==> config.mk <==
export PLATFORM = sky130hd
export DESIGN_NAME = inst_loader_flat
export DESIGN_NICKNAME = d
export VERILOG_FILES = /design/src/rtl/inst_loader_if.sv /design/src/rtl/inst_loader.sv /design/src/flat_wrapper.sv
export SDC_FILE = /design/constraint.sdc
export NUM_CORES = 1
export LEC_CHECK = 0
export BUFFER_PORTS_ARGS = -buffer_cell sky130_fd_sc_hd__buf_2
export CELL_PAD_IN_SITES_DETAIL_PLACEMENT = 1
export CELL_PAD_IN_SITES_GLOBAL_PLACEMENT = 2
export CORE_MARGIN = 5
export CORE_UTILIZATION = 31
export DETAILED_ROUTE_END_ITERATION = 8
export HOLD_SLACK_MARGIN = 0.15
export PLACE_DENSITY_LB_ADDON = 0.3
export SLEW_MARGIN = 15
export SYNTH_ARGS = -nofsm -noshare
export SYNTH_HDL_FRONTEND = slang
export SYNTH_SLANG_ARGS = --single-unit
==> constraint.sdc <==
create_clock -name CLK -period 2.01 [get_ports CLK]
set_input_delay 0.201 -clock CLK [delete_from_list [all_inputs] [get_ports CLK]]
set_output_delay 0.201 -clock CLK [all_outputs]
set_load 0.02 [all_outputs]
==> src/rtl/inst_loader_if.sv <==
// Fetch-stage and instruction-bus signal bundle for inst_loader.
// The loader takes the master modport. The fetch stage and the bus take the slave modport.
interface inst_loader_if;
  logic        INST_RDEN;
  logic [31:0] INST_RIADDR;
  logic        INST_RVALID;
  logic [31:0] INST_ROADDR;
  logic [31:0] INST_RDATA;
  logic        INST_RERR;
  logic        MEM_WAIT;
  logic        BUS_RD_REQ;
  logic [31:0] BUS_RD_ADDR;
  logic        BUS_RD_ACK;
  logic        BUS_RD_RVALID;
  logic [31:0] BUS_RD_DATA;
  logic        BUS_RD_ERR;

  modport master (
    input  INST_RDEN, INST_RIADDR,
    output INST_RVALID, INST_ROADDR, INST_RDATA, INST_RERR, MEM_WAIT,
    output BUS_RD_REQ, BUS_RD_ADDR,
    input  BUS_RD_ACK, BUS_RD_RVALID, BUS_RD_DATA, BUS_RD_ERR
  );

  modport slave (
    output INST_RDEN, INST_RIADDR,
    input  INST_RVALID, INST_ROADDR, INST_RDATA, INST_RERR, MEM_WAIT,
    input  BUS_RD_REQ, BUS_RD_ADDR,
    output BUS_RD_ACK, BUS_RD_RVALID, BUS_RD_DATA, BUS_RD_ERR
  );
endinterface

==> src/rtl/inst_loader.sv <==
// Instruction fetch loader: turns fetch-stage requests into single outstanding bus reads,
// with flush discard, misaligned/bus-error NOP substitution and a one-cycle response pulse.
module inst_loader #(
  parameter logic [31:0] NOP_INST = 32'h0000_0013
) (
  input  logic              CLK,
  input  logic              RST,
  input  logic              FLUSH,
  inst_loader_if.master     ifc
);

  typedef enum logic [1:0] {
    ST_IDLE = 2'd0,
    ST_REQ  = 2'd1,
    ST_WAIT = 2'd2,
    ST_DROP = 2'd3
  } state_t;

  state_t      state_r;
  logic        discard_r;
  logic        bus_req_r;
  logic [31:0] addr_r;
  logic        inst_rvalid_r;
  logic [31:0] inst_roaddr_r;
  logic [31:0] inst_rdata_r;
  logic        inst_rerr_r;
  logic        mem_wait_s;

  // Fetch FSM with registered bus request and fetch response
  always_ff @(posedge CLK or negedge RST) begin
    if (!RST) begin
      state_r       <= ST_IDLE;
      discard_r     <= 1'b0;
      bus_req_r     <= 1'b0;
      addr_r        <= 32'h0000_0000;
      inst_rvalid_r <= 1'b0;
      inst_roaddr_r <= 32'h0000_0000;
      inst_rdata_r  <= NOP_INST;
      inst_rerr_r   <= 1'b0;
    end else begin
      inst_rvalid_r <= 1'b0;
      case (state_r)
        ST_IDLE: begin
          // No launch while a response is visible so the PC can advance first
          if (ifc.INST_RDEN && !FLUSH && !inst_rvalid_r) begin
            if (ifc.INST_RIADDR[1:0] != 2'b00) begin
              inst_rvalid_r <= 1'b1;
              inst_rerr_r   <= 1'b1;
              inst_rdata_r  <= NOP_INST;
              inst_roaddr_r <= ifc.INST_RIADDR;
            end else begin
              addr_r    <= ifc.INST_RIADDR;
              bus_req_r <= 1'b1;
              state_r   <= ST_REQ;
            end
          end
        end
        ST_REQ: begin
          // The request is never retracted; a flush only marks the beat for discard
          if (ifc.BUS_RD_ACK) begin
            bus_req_r <= 1'b0;
            if (discard_r || FLUSH) begin
              state_r <= ST_DROP;
            end else begin
              state_r <= ST_WAIT;
            end
          end else if (FLUSH) begin
            discard_r <= 1'b1;
          end
        end
        ST_WAIT: begin
          if (ifc.BUS_RD_RVALID) begin
            state_r <= ST_IDLE;
            if (!FLUSH && !discard_r) begin
              inst_rvalid_r <= 1'b1;
              inst_roaddr_r <= addr_r;
              inst_rerr_r   <= ifc.BUS_RD_ERR;
              inst_rdata_r  <= ifc.BUS_RD_ERR ? NOP_INST : ifc.BUS_RD_DATA;
            end
          end else if (FLUSH) begin
            state_r <= ST_DROP;
          end
        end
        ST_DROP: begin
          if (ifc.BUS_RD_RVALID) begin
            state_r   <= ST_IDLE;
            discard_r <= 1'b0;
          end
        end
        default: begin
          state_r   <= ST_IDLE;
          discard_r <= 1'b0;
          bus_req_r <= 1'b0;
        end
      endcase
    end
  end

  // Hold the fetch stage while a fetch is pending or about to launch
  always_comb begin
    mem_wait_s = 1'b0;
    if (state_r != ST_IDLE) begin
      mem_wait_s = 1'b1;
    end else if (ifc.INST_RDEN && !inst_rvalid_r) begin
      mem_wait_s = 1'b1;
    end else begin
      mem_wait_s = 1'b0;
    end
  end

  assign ifc.BUS_RD_REQ  = bus_req_r;
  assign ifc.BUS_RD_ADDR = addr_r;
  assign ifc.INST_RVALID = inst_rvalid_r;
  assign ifc.INST_ROADDR = inst_roaddr_r;
  assign ifc.INST_RDATA  = inst_rdata_r;
  assign ifc.INST_RERR   = inst_rerr_r;
  assign ifc.MEM_WAIT    = mem_wait_s;

endmodule

==> src/flat_wrapper.sv <==
// flat-port wrapper written by rule: the top's interface ports become plain ports
module inst_loader_flat 
#(
  parameter logic [31:0] NOP_INST = 32'h0000_0013
)
  (CLK, RST, FLUSH, ifc_INST_RDEN, ifc_INST_RIADDR, ifc_INST_RVALID, ifc_INST_ROADDR, ifc_INST_RDATA, ifc_INST_RERR, ifc_MEM_WAIT, ifc_BUS_RD_REQ, ifc_BUS_RD_ADDR, ifc_BUS_RD_ACK, ifc_BUS_RD_RVALID, ifc_BUS_RD_DATA, ifc_BUS_RD_ERR);
  inst_loader_if ifc_i ();
  input  logic CLK;
  input  logic RST;
  input  logic FLUSH;
  input wire logic [$bits(ifc_i.INST_RDEN)-1:0] ifc_INST_RDEN;
  input wire logic [$bits(ifc_i.INST_RIADDR)-1:0] ifc_INST_RIADDR;
  output wire logic [$bits(ifc_i.INST_RVALID)-1:0] ifc_INST_RVALID;
  output wire logic [$bits(ifc_i.INST_ROADDR)-1:0] ifc_INST_ROADDR;
  output wire logic [$bits(ifc_i.INST_RDATA)-1:0] ifc_INST_RDATA;
  output wire logic [$bits(ifc_i.INST_RERR)-1:0] ifc_INST_RERR;
  output wire logic [$bits(ifc_i.MEM_WAIT)-1:0] ifc_MEM_WAIT;
  output wire logic [$bits(ifc_i.BUS_RD_REQ)-1:0] ifc_BUS_RD_REQ;
  output wire logic [$bits(ifc_i.BUS_RD_ADDR)-1:0] ifc_BUS_RD_ADDR;
  input wire logic [$bits(ifc_i.BUS_RD_ACK)-1:0] ifc_BUS_RD_ACK;
  input wire logic [$bits(ifc_i.BUS_RD_RVALID)-1:0] ifc_BUS_RD_RVALID;
  input wire logic [$bits(ifc_i.BUS_RD_DATA)-1:0] ifc_BUS_RD_DATA;
  input wire logic [$bits(ifc_i.BUS_RD_ERR)-1:0] ifc_BUS_RD_ERR;
  assign ifc_i.INST_RDEN = ifc_INST_RDEN;
  assign ifc_i.INST_RIADDR = ifc_INST_RIADDR;
  assign ifc_INST_RVALID = ifc_i.INST_RVALID;
  assign ifc_INST_ROADDR = ifc_i.INST_ROADDR;
  assign ifc_INST_RDATA = ifc_i.INST_RDATA;
  assign ifc_INST_RERR = ifc_i.INST_RERR;
  assign ifc_MEM_WAIT = ifc_i.MEM_WAIT;
  assign ifc_BUS_RD_REQ = ifc_i.BUS_RD_REQ;
  assign ifc_BUS_RD_ADDR = ifc_i.BUS_RD_ADDR;
  assign ifc_i.BUS_RD_ACK = ifc_BUS_RD_ACK;
  assign ifc_i.BUS_RD_RVALID = ifc_BUS_RD_RVALID;
  assign ifc_i.BUS_RD_DATA = ifc_BUS_RD_DATA;
  assign ifc_i.BUS_RD_ERR = ifc_BUS_RD_ERR;
  inst_loader #(.NOP_INST(NOP_INST)) u_core (.CLK(CLK), .RST(RST), .FLUSH(FLUSH), .ifc(ifc_i));
endmodule
==> results by group, run 1 <==
Global routing
  – Grt ovf: 0
  – First-pass GRT wire length: 20700 um
  – Antenna violations before repair: 1
  – M2 GR Usage: 22.8%
  – GR Layer Usage met3: roughly 5.3%
  – Busiest grt layer: met2
  – GR Util met1: a little under a fifth
  – Largest net degree at the start of global routing: 103
  – Vias in the first global route: about 3900
  – Total GRT Usage: between 10 and 15%

Min path
  – Min-delay worst type: in2reg
  – Hold Path End: u_core.ifc.INST_RDATA[4]$_DFFE_PN1P_
  – Worst hold start: ifc_BUS_RD_DATA[4]
  – Hold Crit Depth: 3

CTS
  – Setup bufs post-CTS: 0
  – Clock Pin Slew Worst Setup and Hold Paths: about 0.070 ns
  – Clock Tree Root: clkbuf_16
  – Max clock buf depth: 2
  – CTS resizes: 0
  – Clk sink count: 102
  – H-tree levels: 3
  – Worst-Skew Late Latency: 0.34 ns
  – Total CTS buffers: 9
  – CTS tree: yes

Detailed routing
  – DRT iter0 DRCs: roughly 150
  – Avg WL per Cell: 16.0 um
  – Drt total wl: 12200 um
  – Pre-Repair DR Iteration Count: 3
  – DRC Markers: 0
  – ANT nets after route: 0
  – Vias: 3378
  – Avg Vias per Cell: roughly 4.4

Critical path
  – Worst path slowest cell: dfrtp_1
  – CP delay by family, top: flip-flops
  – Critical-path cell list: nor4b_2 -> a32o_4 -> buf_12 -> buf_4 -> mux2i_1
  – Worst EP arrival: 2.13 ns
  – Crit end category: flop
  – Largest stage delay, worst path: roughly 0.53 ns
  – R2r setup slk: 0.14 ns
  – Reg2Reg Depth: 5
  – Critical path peak fanout: 27
  – Reg2reg end: u_core.ifc.INST_RDATA[31]$_DFFE_PN0P_
  – Buf+Inv Stages, Crit Path: 2
  – CP Launch Type: flop
  – Reg-to-Reg Start: u_core.state_r[0]$_DFFE_PN0P_
  – Crit path required time: approximately 2.3 ns
  – Crit path kind: reg2reg

STA
  – Worst-Margin Slew: 0.579 ns
  – Period minus WS final: 1.87 ns
  – Final slew viol count: 0
  – Tcrit/Tclk final: a little over 90%
  – Setup TNS: 0 ns
  – Slew margin rel.: 61.4%
  – Final hold violation count: 0
  – Fmax: 535 MHz
  – Final setup violating endpoints: 0
  – Worst Skew: 0.00521 ns
  – Unrepaired setup endpoints after global routing: false

Synth
  – Net count after synthesis: 408
  – Synth Instances: 337
  – Top cell type by total area after synthesis: dfrtp_1
  – Synthesized area per cell: 13.5 um2
  – Post-synthesis async set-or-reset flop share: between 90% and 100%
  – Commonest cells in the netlist: 99 x dfrtp_1, 84 x mux2_2, 33 x inv_1, 33 x nand2_1, 31 x mux2i_1
  – Share of the synthesized area in the top cell type: 54.4%
  – YS warnings: 0
  – Post-Syn Area: 4550 um2
  – Area contributors post-synth: dfrtp_1 54%, mux2_2 21%, mux2i_1 6.8%
  – Ys flop type: dfrtp_1
  – Flop and latch count out of synthesis: roughly 100
  – Register area share after synthesis: 56.1%
  – Number of synthesized flops with an enable pin: 0
  – Netlist cell types: 30
  – Most frequent cell after synthesis: dfrtp_1

Pwr
  – Pleak: between 3 and 4 nW
  – Pwr Density: 1470 nW/um2
  – Worst vdd ir: 0.505 mV

Job
  – Max-capacitance violation count: 0

Placed design
  – Final HPWL DP: 8540 um
  – Placer Congestion: 0.739
  – IO buf count: 170
  – DP Area: 5660 um2

Cells and area
  – Finished Cell Area: 6610 um2
  – N_diodes: 0
  – NumNets Final: 645
  – Share of layout cells above drive strength 1: 51.8%
  – Fin util: a little under half
  – Area growth syn-to-layout: 45.1%

Floorplanning
  – Core area: approximately 14000 um2
  – Cell Rows: 44
  – Starting Density: 31.4%
  – Die width: 131 um
  – I/O Pins: 171
  – Die area: 17200 um2
  – Die Y: 131 um

Status
  – Status: finished clean
## through the flow
stage	total power (W)	instances	hold slack, ns	setup WS [ns]
3_3_place_gp	0.00769	685	0.314	0.223
2_1_floorplan	0.00624	337	-0.0946	0.363
3_5_place_dp	0.00783	685	0.323	0.154
5_1_grt	0.0104	763	0.187	0.0125
6_report	0.00972	763	0.177	0.139
4_1_cts	0.00989	763	0.159	0.103
## placed cells by master, fill, tap and decap left out, types with 4 or more instances in the layout
master and instances:
buf_12 4, buf_2 169, buf_4 9, clkbuf_16 9, dfrtp_1 99, dlygate4sd3_1 62
inv_1 33, mux2_1 4, mux2_2 84, mux2_4 9, mux2i_1 31, nand2_1 33
## sequential cells by signal (all words and copies together) (netlist names)
register / count
u_core.state_r: 2
u_core.ifc.BUS_RD_REQ: 1
u_core.ifc.INST_ROADDR: 32
u_core.ifc.INST_RDATA: 32
u_core.discard_r: 1
u_core.ifc.INST_RVALID: 1
u_core.ifc.BUS_RD_ADDR: 32
u_core.ifc.INST_RERR: 1
## how the worst max path moves through the flow
stage | end | depth (start not counted) | slack [ns] | startpoint
after floorplan | u_core.ifc.INST_ROADDR[25]$_DFFE_PN0P_ | 5 | 0.36 | u_core.ifc.INST_RVALID$_DFF_PN0_
after global placement | u_core.ifc.INST_RDATA[26]$_DFFE_PN0P_ | 5 | 0.22 | u_core.state_r[0]$_DFFE_PN0P_
after detailed placement | u_core.ifc.INST_RDATA[31]$_DFFE_PN0P_ | 5 | 0.15 | u_core.state_r[0]$_DFFE_PN0P_
after CTS | u_core.ifc.INST_RDATA[31]$_DFFE_PN0P_ | 5 | 0.10 | u_core.state_r[0]$_DFFE_PN0P_
after global routing | u_core.ifc.INST_RDATA[31]$_DFFE_PN0P_ | 5 | 0.01 | u_core.state_r[0]$_DFFE_PN0P_
final | u_core.ifc.INST_RDATA[31]$_DFFE_PN0P_ | 5 | 0.14 | u_core.state_r[0]$_DFFE_PN0P_
## layer usage
layer | up-vias | part of all wire, % | wire (um)
li1 | 1600 | - | -
met1 | 1639 | 45 | 5470
met2 | 124 | 46 | 5570
met3 | 13 | 8.2 | 1010
met4 | 2 | 1.4 | 172
met5 | - | 0.057 | 7
## report_power, final
part | leakage [nW] | switching, W | internal [W]
Sequential | 1.29 | 0.000630 | 0.00302
Combinational | 1.74 | 0.00235 | 0.00183
Clock | 0.163 | 0.000735 | 0.00116
## cells by family (layout without fill, tap and decap cells)
| logic type | after synthesis | in the layout | share of synthesized area [%] |
|---|---|---|---|
| flops | 102 | 102 | 56.1 |
| simple gates | 47 | 47 | 5.03 |
| mux | 128 | 128 | 31.5 |
| buf+inv | 51 | 293 | 5.96 |
| compound gates | 9 | 9 | 1.32 |
## worst min-delay path, stage by stage
cell and delay [ns]:
buf_2 0.07, nand2b_1 0.09, mux2_4 0.13
## cell type report
class	instances	area (um2)
Clock buffer	12	256
Clock inverter	4	70.1
Tap cell	184	230
Fill cell	1524	7870
Multi-Input combinational cell	184	1750
Sequential cell	102	2560
Inverter	33	124
Timing Repair Buffer	244	1610
## repair_timing
item,CTS,global route
hold endpoints to repair,159,0
endpoints found under the setup margin,0,0
hold buffers,62,0
Power figures use the tool's default switching activity.
==> inputs of run 2 (changes only) <==
--- a/config.mk
+++ b/config.mk
@@ -6,10 +6,8 @@
 export NUM_CORES = 1
 export LEC_CHECK = 0
 export BUFFER_PORTS_ARGS = -buffer_cell sky130_fd_sc_hd__buf_2
-export CELL_PAD_IN_SITES_DETAIL_PLACEMENT = 1
-export CELL_PAD_IN_SITES_GLOBAL_PLACEMENT = 2
-export CORE_MARGIN = 5
-export CORE_UTILIZATION = 31
+export CORE_MARGIN = 1.5
+export CORE_UTILIZATION = 40
 export DETAILED_ROUTE_END_ITERATION = 8
 export HOLD_SLACK_MARGIN = 0.15
 export PLACE_DENSITY_LB_ADDON = 0.3
==> run 2 against run 1 <==
  * Non-clock buffer count down 2
  * Power down 3.9%
  * Worst setup slack better by 0.082 ns
  * Combinational power down 1%
  * Clock-buffer cell count up 3
  * Clock power down 15%
  * Wire length down 13%
  * Utilization up 13 points
  * Critical path type unchanged
  * Largest cell class unchanged
  * Largest power group unchanged
==> results by group, run 2 (synthesis gave the netlist of run 1 again) <==
Detailed routing
  – Drt total wl: 10700 um (-13%)
  – DRT iter0 DRCs: 135 (-9.4%)
  – Vias: 3421 (+1.3%)
  – Pre-Repair DR Iteration Count: 4 (+1)
  – Avg WL per Cell: 14.9 um (-7.2%)
  – Avg Vias per Cell: 4.77 (+7.8%)
  – DRC Markers: 0 (unchanged)
  – ANT nets after route: 0 (unchanged)

CTS
  – Setup bufs post-CTS: 0 (unchanged)
  – Clock Pin Slew Worst Setup and Hold Paths: 0.06 ns (about the same)
  – H-tree levels: 3 (unchanged)
  – Clk sink count: 102 (unchanged)
  – Total CTS buffers: 9 (unchanged)
  – Clock Tree Root: clkbuf_16
  – Max clock buf depth: 2 (unchanged)
  – CTS tree: yes
  – Worst-Skew Late Latency: 0.34 ns (about the same)

STA
  – Worst-Margin Slew: 0.465 ns (-0.114 ns)
  – Worst Skew: 0.00448 ns (-0.000727 ns)
  – Period minus WS final: 1.79 ns (-0.0816 ns)
  – Slew margin rel.: 69.0% (+7.6 points)
  – Unrepaired setup endpoints after global routing: false
  – Tcrit/Tclk final: 89.0% (-4.1 points)
  – Final setup violating endpoints: 0 (unchanged)
  – Final slew viol count: 0 (unchanged)
  – Final hold violation count: 0 (unchanged)
  – Setup TNS: 0 ns (unchanged)
  – Fmax: 559 MHz (+4.6%)

Placed design
  – Placed Cells: 640 (-6.6%)
  – Final HPWL DP: 6990 um (-18%)
  – IO buf count: 170 (unchanged)
  – Placer Congestion: 0.731 (-1.2%)

Cells and area
  – Register area: 2560 um2 (unchanged)
  – Non-Filler Instances: 717 (-6.0%)
  – Share of layout cells above drive strength 1: 51.3% (-0.51 points)
  – Area occupied by multi-input gates: 1750 um2 (unchanged)
  – Most frequent cells in the layout: 169 x buf_2, 99 x dfrtp_1, 84 x mux2_2, 61 x dlygate4sd3_1
  – Most common cell after layout, fill and taps aside: buf_2
  – # fillers: 910 (-40%)
  – Area growth syn-to-layout: 42.3%
  – NumNets Final: 643 (-0.31%)
  – N_diodes: 0 (unchanged)

Critical path
  – Critical path peak fanout: 36 (+33%)
  – Worst path slowest cell: dfrtp_1
  – Worst EP arrival: 2.01 ns (-0.12 ns)
  – CP Launch Type: flop
  – Largest stage delay, worst path: 0.52 ns (about the same)
  – Crit path kind: reg2reg
  – Critical-path cell list: nor4b_2 -> a32o_4 -> buf_12 -> mux2_2
  – Crit path required time: 2.24 ns (-0.03 ns)
  – Crit end category: flop

Min path
  – Min-delay worst type: in2reg

Global routing
  – First-pass GRT wire length: 16700 um (-20%)
  – Grt ovf: 0 (unchanged)
  – Antenna violations before repair: 0 (-1)
  – Largest net degree at the start of global routing: 56 (-46%)
  – Total GRT Usage: 18.1% (+3.5 points)
  – Vias in the first global route: 3577 (-7.9%)

Pwr
  – Sw Pwr: 0.00358 W (-3.5%)
  – Sequential power share: 38.6% (+1.1 points)
  – Worst vdd ir: 0.914 mV (+81%)
  – Pwr Density: 1440 nW/um2 (-2.1%)
  – Clock power share: 17.2% (-2.2 points)
  – Internal Pwr Total: 0.00575 W (-4.2%)
  – Pleak: 3.16 nW (-1.3%)
  – Net switching fraction of the power: 38.4% (+0.16 points)
  – Comb pwr share: 44.3% (+1.3 points)

Floorplanning
  – I/O Pins: 171 (unchanged)
  – Die area: 12000 um2 (-30%)
  – Die width: 110 um (-16%)
  – Core area: 11000 um2 (-24%)
  – Die Y: 110 um (-16%)
  – Cell Rows: 38 (-14%)
  – Starting Density: 41.5% (+10 points)

Job
  – Max-capacitance violation count: 0 (unchanged)

Status
  – Status: finished clean
-- run 2: cell type report --
class                      instances  share of cell area (%)
sequential                       102                    39.5
clock buffer                      15                    4.13
timing repair buffer             242                    24.6
clock inverter                     1                  0.0772
inverter                          33                    1.91
multi-input combinational        184                    27.1
tap                              140                    2.70
-- run 2: worst paths after layout --
| check | startpoint | cells past startpoint | slack, ns | endpoint |
|---|---|---|---|---|
| worst max-delay path | u_core.state_r[1]$_DFFE_PN0P_ | 4 | 0.22 | u_core.ifc.INST_ROADDR[2]$_DFFE_PN0P_ |
| worst min-delay path | ifc_BUS_RD_DATA[4] | 3 | 0.19 | u_core.ifc.INST_RDATA[4]$_DFFE_PN1P_ |
| worst max register to register | u_core.state_r[1]$_DFFE_PN0P_ | 4 | 0.22 | u_core.ifc.INST_ROADDR[2]$_DFFE_PN0P_ |
| worst min register to register | u_core.ifc.INST_ROADDR[24]$_DFFE_PN0P_ | 1 | 0.50 | u_core.ifc.INST_ROADDR[24]$_DFFE_PN0P_ |
| max in group asynchronous | RST | 3 | 0.97 | u_core.ifc.INST_ROADDR[24]$_DFFE_PN0P_ |
| min in group asynchronous | RST | 2 | 0.39 | u_core.ifc.INST_ROADDR[23]$_DFFE_PN0P_ |
-- run 2: through the flow --
stage / hold slack [ns] / total power [W] / cell area [um2] / worst slack [ns] / util, %
after floorplan: -0.0946 / 0.00624 / 4550 / 0.363 / -
after global placement: 0.184 / 0.00758 / 5600 / 0.293 / 50.9
after detailed placement: 0.191 / 0.00770 / 5600 / 0.234 / 50.9
after CTS: 0.164 / 0.00944 / 6480 / 0.227 / 59.0
after global routing: 0.192 / 0.00994 / 6480 / 0.143 / 59.0
final: 0.187 / 0.00934 / 6480 / 0.221 / 59.0
-- run 2: repair_timing --
| action | 4_1_cts | 5_1_grt |
|---|---|---|
| resized for setup | 0 | 0 |
| endpoints found under the hold margin | 92 | 0 |
| hold buffers | 61 | 0 |
-- run 2: worst max-delay path, delay by kind of cell (launching register included) --
family	cells	cell delay (ns)
compound gates	1	0.21
simple gates	1	0.29
buf+inv	1	0.24
mux	1	0.37
flops	1	0.52
-- run 2: layer usage --
layer  track usage [%]  routed length [um]  vias to the layer above
met5                 0                   0                        -
met4              6.96                 155                        0
met2              30.8                5270                      128
met1              21.1                4410                     1673
met3              5.63                 838                       13
li1                  -                   -                     1607
-- run 2: power groups by stage --
stage,sequential [W],combinational (W),clock [W]
finish,0.00360,0.00413,0.00160
global placement,0.00357,0.00401,0
CTS,0.00360,0.00417,0.00167
floorplan,0.00470,0.00154,0
global route,0.00373,0.00447,0.00174
detailed placement,0.00361,0.00408,0
